[src/rtl/string_hw_pkg.sv]
// string_hw_pkg: register map, control/status bit positions and FSM states for the string accelerator bridge
package string_hw_pkg;
  localparam logic [2:0] ADDR_CH0  = 3'd0;
  localparam logic [2:0] ADDR_RES  = 3'd4;
  localparam logic [2:0] ADDR_CTRL = 3'd5;
  localparam logic [2:0] ADDR_CNT  = 3'd6;
  localparam int CTRL_GO    = 0;
  localparam int CTRL_FLUSH = 1;
  localparam int CTRL_CLR   = 2;
  localparam int ST_BUSY    = 0;
  localparam int ST_DONE    = 1;
  localparam int ST_REMPTY  = 2;
  localparam int ST_RFULL   = 3;
  localparam int ST_CHFULL  = 4;
  localparam int ST_CHEMPTY = 8;
  localparam int ST_OVF     = 12;
  localparam int ST_UNF     = 13;
  typedef enum logic [1:0] {S_IDLE, S_START, S_BUSY} state_t;
endpackage

[src/rtl/string_sync_fifo.sv]
// string_sync_fifo: single-clock FIFO with flush, full-with-pop push acceptance and overflow/underflow strobes
module string_sync_fifo #(
  parameter int DATA_W = 32,
  parameter int DEPTH  = 16
) (
  input  logic                      clk,
  input  logic                      reset_n,
  input  logic                      i_push,
  input  logic [DATA_W-1:0]         i_din,
  input  logic                      i_pop,
  input  logic                      i_flush,
  output logic [DATA_W-1:0]         o_head,
  output logic [$clog2(DEPTH):0]    o_count,
  output logic                      o_full,
  output logic                      o_empty,
  output logic                      o_ovf,
  output logic                      o_unf
);
  localparam int AW = $clog2(DEPTH);
  logic [DATA_W-1:0] r_mem [DEPTH];
  logic [AW-1:0] r_wr, r_rd;
  logic [AW:0] r_cnt;
  logic w_pop, w_push;
  assign o_empty = r_cnt == '0;
  assign o_full  = r_cnt == (AW+1)'(DEPTH);
  assign w_pop   = i_pop & ~o_empty & ~i_flush;
  assign w_push  = i_push & ~i_flush & (~o_full | w_pop);
  assign o_ovf   = i_push & ~i_flush & o_full & ~w_pop;
  assign o_unf   = i_pop & ~i_flush & o_empty;
  assign o_head  = r_mem[r_rd];
  assign o_count = r_cnt;
  always_ff @(posedge clk)
    if (w_push) r_mem[r_wr] <= i_din;
  always_ff @(posedge clk or negedge reset_n)
    if (!reset_n) begin
      r_wr  <= '0;
      r_rd  <= '0;
      r_cnt <= '0;
    end else if (i_flush) begin
      r_wr  <= '0;
      r_rd  <= '0;
      r_cnt <= '0;
    end else begin
      if (w_push) r_wr <= r_wr + 1'b1;
      if (w_pop) r_rd <= r_rd + 1'b1;
      r_cnt <= r_cnt + (AW+1)'(w_push) - (AW+1)'(w_pop);
    end
endmodule

[src/rtl/string_fifo_avalon_mc.sv]
// string_fifo_avalon_mc: Avalon-MM slave with NUM_CH input FIFOs, a result FIFO and go/busy/done control
module string_fifo_avalon_mc
  import string_hw_pkg::*;
#(
  parameter int          DATA_W    = 32,
  parameter int          DEPTH     = 16,
  parameter int          NUM_CH    = 2,
  parameter logic [31:0] EMPTY_VAL = 32'hDEADBEEF
) (
  input  logic                     clk,
  input  logic                     reset_n,
  input  logic                     chipselect,
  input  logic [2:0]               address,
  input  logic                     write,
  input  logic [31:0]              writedata,
  input  logic                     read,
  output logic [31:0]              readdata,
  output logic                     go,
  input  logic                     done,
  output logic [NUM_CH*DATA_W-1:0] ch_data,
  output logic [NUM_CH-1:0]        ch_valid,
  input  logic [NUM_CH-1:0]        ch_ready,
  input  logic [DATA_W-1:0]        res_data,
  input  logic                     res_valid,
  output logic                     res_ready
);
  localparam int AW = $clog2(DEPTH);
  logic w_wr, w_rd, w_ctrl, w_go_req, w_flush, w_clr, w_busy;
  logic [NUM_CH-1:0] w_ch_full, w_ch_empty, w_ch_ovf, w_ch_unf;
  logic [NUM_CH-1:0][AW:0] w_ch_cnt;
  logic [DATA_W-1:0] w_res_head;
  logic [AW:0] w_res_cnt;
  logic w_res_full, w_res_empty, w_res_ovf, w_res_unf;
  logic [31:0] w_status, w_counts, w_rdata;
  logic [31:0] r_readdata;
  logic r_done, r_ovf, r_unf;
  state_t r_state, w_next;
  assign w_wr     = chipselect & write;
  assign w_rd     = chipselect & read;
  assign w_ctrl   = w_wr && address == ADDR_CTRL;
  assign w_go_req = w_ctrl & writedata[CTRL_GO];
  assign w_flush  = w_ctrl & writedata[CTRL_FLUSH];
  assign w_clr    = w_ctrl & writedata[CTRL_CLR];
  for (genvar c = 0; c < NUM_CH; c++) begin : g_ch
    string_sync_fifo #(.DATA_W(DATA_W), .DEPTH(DEPTH)) u_fifo (
      .clk     (clk),
      .reset_n (reset_n),
      .i_push  (w_wr && address == ADDR_CH0 + 3'(c)),
      .i_din   (writedata),
      .i_pop   (ch_ready[c] & ch_valid[c]),
      .i_flush (w_flush),
      .o_head  (ch_data[c*DATA_W +: DATA_W]),
      .o_count (w_ch_cnt[c]),
      .o_full  (w_ch_full[c]),
      .o_empty (w_ch_empty[c]),
      .o_ovf   (w_ch_ovf[c]),
      .o_unf   (w_ch_unf[c])
    );
  end
  assign ch_valid = ~w_ch_empty;
  // Core only transfers when ready, so a full result FIFO never counts as overflow
  string_sync_fifo #(.DATA_W(DATA_W), .DEPTH(DEPTH)) u_res (
    .clk     (clk),
    .reset_n (reset_n),
    .i_push  (res_valid & res_ready),
    .i_din   (res_data),
    .i_pop   (w_rd && address == ADDR_RES),
    .i_flush (w_flush),
    .o_head  (w_res_head),
    .o_count (w_res_cnt),
    .o_full  (w_res_full),
    .o_empty (w_res_empty),
    .o_ovf   (w_res_ovf),
    .o_unf   (w_res_unf)
  );
  assign res_ready = ~w_res_full;
  always_ff @(posedge clk or negedge reset_n)
    if (!reset_n) r_state <= S_IDLE;
    else r_state <= w_next;
  always_comb begin
    w_next = r_state;
    w_next = r_state == S_IDLE ? (w_go_req ? S_START : S_IDLE) : (done ? S_IDLE : S_BUSY);
  end
  assign go     = r_state == S_START;
  assign w_busy = r_state != S_IDLE;
  always_comb begin
    w_status = '0;
    w_counts = '0;
    w_status[ST_BUSY]   = w_busy;
    w_status[ST_DONE]   = r_done;
    w_status[ST_REMPTY] = w_res_empty;
    w_status[ST_RFULL]  = w_res_full;
    w_status[ST_OVF]    = r_ovf;
    w_status[ST_UNF]    = r_unf;
    w_counts[7:0]       = 8'(w_res_cnt);
    for (int c = 0; c < NUM_CH; c++) begin
      w_status[ST_CHFULL+c]  = w_ch_full[c];
      w_status[ST_CHEMPTY+c] = w_ch_empty[c];
      w_counts[8+8*c +: 8]   = 8'(w_ch_cnt[c]);
    end
    w_rdata = address == ADDR_RES  ? (w_res_empty ? EMPTY_VAL : w_res_head) :
              address == ADDR_CTRL ? w_status :
              address == ADDR_CNT  ? w_counts : '0;
  end
  always_ff @(posedge clk or negedge reset_n)
    if (!reset_n) begin
      r_done     <= 1'b0;
      r_ovf      <= 1'b0;
      r_unf      <= 1'b0;
      r_readdata <= '0;
    end else begin
      r_done <= (r_done & ~w_clr) | (done & w_busy);
      r_ovf  <= (r_ovf & ~w_clr) | (|{w_ch_ovf, w_res_ovf});
      r_unf  <= (r_unf & ~w_clr) | (|{w_ch_unf, w_res_unf});
      if (w_rd) r_readdata <= w_rdata;
    end
  assign readdata = r_readdata;
endmodule

[config.mk]
export PLATFORM = sky130hd
export DESIGN_NAME = string_fifo_avalon_mc
export DESIGN_NICKNAME = d
export VERILOG_FILES = /design/src/rtl/string_hw_pkg.sv /design/src/rtl/string_sync_fifo.sv /design/src/rtl/string_fifo_avalon_mc.sv
export SDC_FILE = /design/constraint.sdc
export NUM_CORES = 2
export LEC_CHECK = 0
export ABC_AREA = 1
export CORE_ASPECT_RATIO = 1.75
export CORE_UTILIZATION = 40
export DETAILED_ROUTE_END_ITERATION = 8
export PLACE_DENSITY_LB_ADDON = 0.05
export SYNTH_ARGS = -nofsm -noshare
export SYNTH_HDL_FRONTEND = slang
export SYNTH_HIERARCHICAL = 1
export SYNTH_SLANG_ARGS = --single-unit
[constraint.sdc]
create_clock -name clk -period 4.81 [get_ports clk]
set_input_delay 0.962 -clock clk [delete_from_list [all_inputs] [get_ports clk]]
set_output_delay 0.962 -clock clk [all_outputs]
set_load 0.005 [all_outputs]
==> flow_metrics.tcl <==
set metrics [dict create \
    status "finished clean" \
    finalWirelength_um 201000 \
    synthMuxAreaShare_pct 0 \
    drv_slew 0 \
    drv_cap 0 \
    die_h_um 558 \
    crit_path_frequent_cell "nand3_1" \
    seq_area_frac_synth_pct 67.9 \
    io_pins 176 \
    path_buf_inv 3 \
    gp_congestion 0.801 \
    grt_use_total_pct 22.5 \
    dieArea_mm2 0.178 \
    min_period_ps 4580 \
    ys_ff_latch 1612 \
    routedWlPerCell_um 21.4 \
    cp-end-kind "output pin" \
    synth_edf_count 1536 \
    cts-root-buf "clkbuf_16" \
    seqPwrFrac_pct 39.0 \
    holdBufCountCts 0 \
    die_w_um 320 \
    crit_fanout 76 \
    core-area_mm2 0.175 \
    setup_viol 0 \
    critPathSlowestCell "dfrtp_4" \
    synth_area_per_cell_um2 10.3 \
    crit_path_max_incr_delay_ps 750 \
    synth_top_cell_by_area "edfxtp_1" \
    synthSimpleGateAreaFrac_pct 21.3 \
    post-route-period-util_pct 95.1 \
    synth_top_cell_area_share_pct 65.2 \
    path_clk_slew_ps 60 \
    worst_hold_path_type "input port to async pin" \
    power.switching_mw 15.0 \
    synthArstFlopShare_pct 4.71 \
    power_frac_comb_pct 31.7 \
    slew_headroom_pct 13.4 \
    power.leakage_nw 34.1 \
    ir_drop_mv 0.362 \
    grt_overflow 0 \
    antenna_found_initial 9 \
    path_cells "clkinv_8 > buf_12 > nand2_1 > nand3_1 > nand3_1 > nand3_1 > nand2_1 > clkdlybuf4s50_1" \
    first_iter_violations 2905 \
    hpwl_um 114000 \
    ys.flop_type "edfxtp_1" \
    dp.cells 9089 \
    synthAdderAreaFrac_pct 0.616 \
    crit_arrival_ps 3610 \
    rsz0062_at_grt "false" \
    grt_pass1_wl_um 297000 \
    crit_family "buffers and inverters" \
    place_area_mm2 0.0752 \
    cp.required_ps 3850 \
    synth_top_family_by_area "simple AND/OR/NAND/NOR gates" \
    syn2layout_area_growth_pct 13.7 \
    cts_tree "built" \
    swShare_pct 35.3 \
    insertion_delay_ps 800 \
    viasPerCell 4.96 \
    synth_area_leaders "edfxtp_1 65%, nand2_1 12%, nand3_1 8.7%, inv_1 6.6%, dfrtp_1 2.7%" \
    row_count 203 \
    dr.pass1.iters 6 \
    fmax_ghz 0.219 \
    tightest_slew_ps 1290 \
    worstSetupPathType "flop to output pin" \
    skew_ps 28.9 \
    hold_viol 0 \
    synth_compound_area_share_pct 0.227 \
    p_total_mw 42.6 \
    postRouteAntennaNets 0 \
    clockBufferDepth 4 \
    drc 0 \
    crit_path_start_kind "flop" \
    synth_most_common_cell "nand2_1" \
    ys_types 28 \
    cts_buffers 166 \
    p_int_mw 27.6 \
    first_global_vias 46000 \
    grt_max_degree 146 \
    syn_area_mm2 0.0707 \
    power_density_mw_per_mm2 530 \
    synth_xor_area_share_pct 0.173 \
    fin_cells 9385 \
    layout.nets 7112 \
    vias 46600 \
    io_buffers 175 \
    ys.warnings.count 6 \
    syn-num-nets 6943 \
    p_clk_share_pct 29.4 \
    drive_above_1_share_pct 6.58 \
    initial_core_util_pct 40.3 \
    stdcell_area_mm2 0.0804 \
    fin_tns_setup_ps 0 \
    cts.sinks 1612 \
    synth_common_cells "2181 x nand2_1, 1536 x edfxtp_1, 1243 x inv_1" \
    syn_inst 6834 \
    htreeDepth 4 \
]
[placed cells by master (no fill, tap or decap), types with 4 or more instances in the layout]
cell type        synthesis  final
buf_4                   23    120
ha_1                    30     30
nor3_2                   0     46
bufinv_16                0      8
nand2_1               2181   2180
clkbuf_1                31     45
nand2_2                  4      5
clkbuf_8                 0     15
clkinv_1                 1     32
clkdlybuf4s50_1          0    174
nor2_1                  50     49
edfxtp_1              1536   1536
nand3_1               1228   1228
o21ai_0                 29     29
dfrtp_1                 76     64
xor2_1                  14     14
dfrtp_4                  0      9
and3_1                   4      4
nor3_1                  53      5
buf_12                   0     49
clkbuf_16                0    170
nand4_1                 23     23
diode_2                  0      4
inv_1                 1243   1236
clkinv_2                 0     18
inv_2                    5      8
[worst paths after layout]
check	start	to	slack, ps	cells past startpoint
max	g_ch[0].u_fifo/r_rd[0]	ch_data[13]	230	8
min	reset_n	readdata[4]	280	1
max reg2reg	u_res/o_count[3]	u_res/r_mem[1][23]	1660	11
min reg2reg	readdata[24]	readdata[24]	480	2
max in group asynchronous	reset_n	readdata[21]	3510	2
min in group clk	readdata[24]	readdata[24]	480	2
[flip-flops by register name, indices dropped and copies added (netlist names), 2 cells and up]
name	count
g_ch.u_fifo/o_count	10
g_ch.u_fifo/r_mem	1024
g_ch.u_fifo/r_rd	8
g_ch.u_fifo/r_wr	8
r_state	2
readdata	32
u_res/o_count	5
u_res/r_mem	512
u_res/r_rd	4
u_res/r_wr	4
[per-layer routing]
layer / GRT usage (%) / share of wire (%) / wire length, µm
met5: 0 / 0.018 / 36
met4: 8.55 / 3.8 / 7700
met3: 2.56 / 3.4 / 6890
met2: 42.8 / 54 / 108000
met1: 25.4 / 39 / 78200
[power groups by stage]
stage	logic (mW)	registers [mW]	clock network (mW)
6_report	13.5	16.6	12.5
3_5_place_dp	13.6	16.9	0
3_3_place_gp	13.6	16.9	0
5_1_grt	15.0	16.7	13.3
4_1_cts	13.7	16.6	12.8
2_1_floorplan	8.78	16.5	0
[cells by family after synthesis]
kind of cell | after synthesis
AO/OA/AOI/OAI | 32
XOR/XNOR | 14
adder cells (fa/ha/maj) | 33
buffers and inverters | 1594
flip-flops | 1612
AND/OR/NAND/NOR | 3549
[layout make-up]
class | instances | area [µm²]
antenna | 4 | 10.0
tap | 2255 | 2820
clock buffer | 230 | 4630
sequential | 1612 | 48100
fill | 16300 | 94900
inverter | 1252 | 4740
timing repair buffer | 343 | 3620
multi-input combinational | 3628 | 16000
clock inverter | 61 | 490
[per-stage QoR]
stage          hold WS [ps]  utilization (%)  setup slack [ps]
2_1_floorplan           442                -             -26.0
3_3_place_gp            469             42.9               490
3_5_place_dp            466             42.9               467
4_1_cts                 242             45.9              73.2
5_1_grt                 304             45.9              56.9
6_report                280             45.9               235
[timing repair]
item,4_1_cts,5_1_grt
buffers inserted,0,1
gates resized for setup,0,2
endpoints found under the setup margin,0,2
Power figures use the tool's default switching activity.
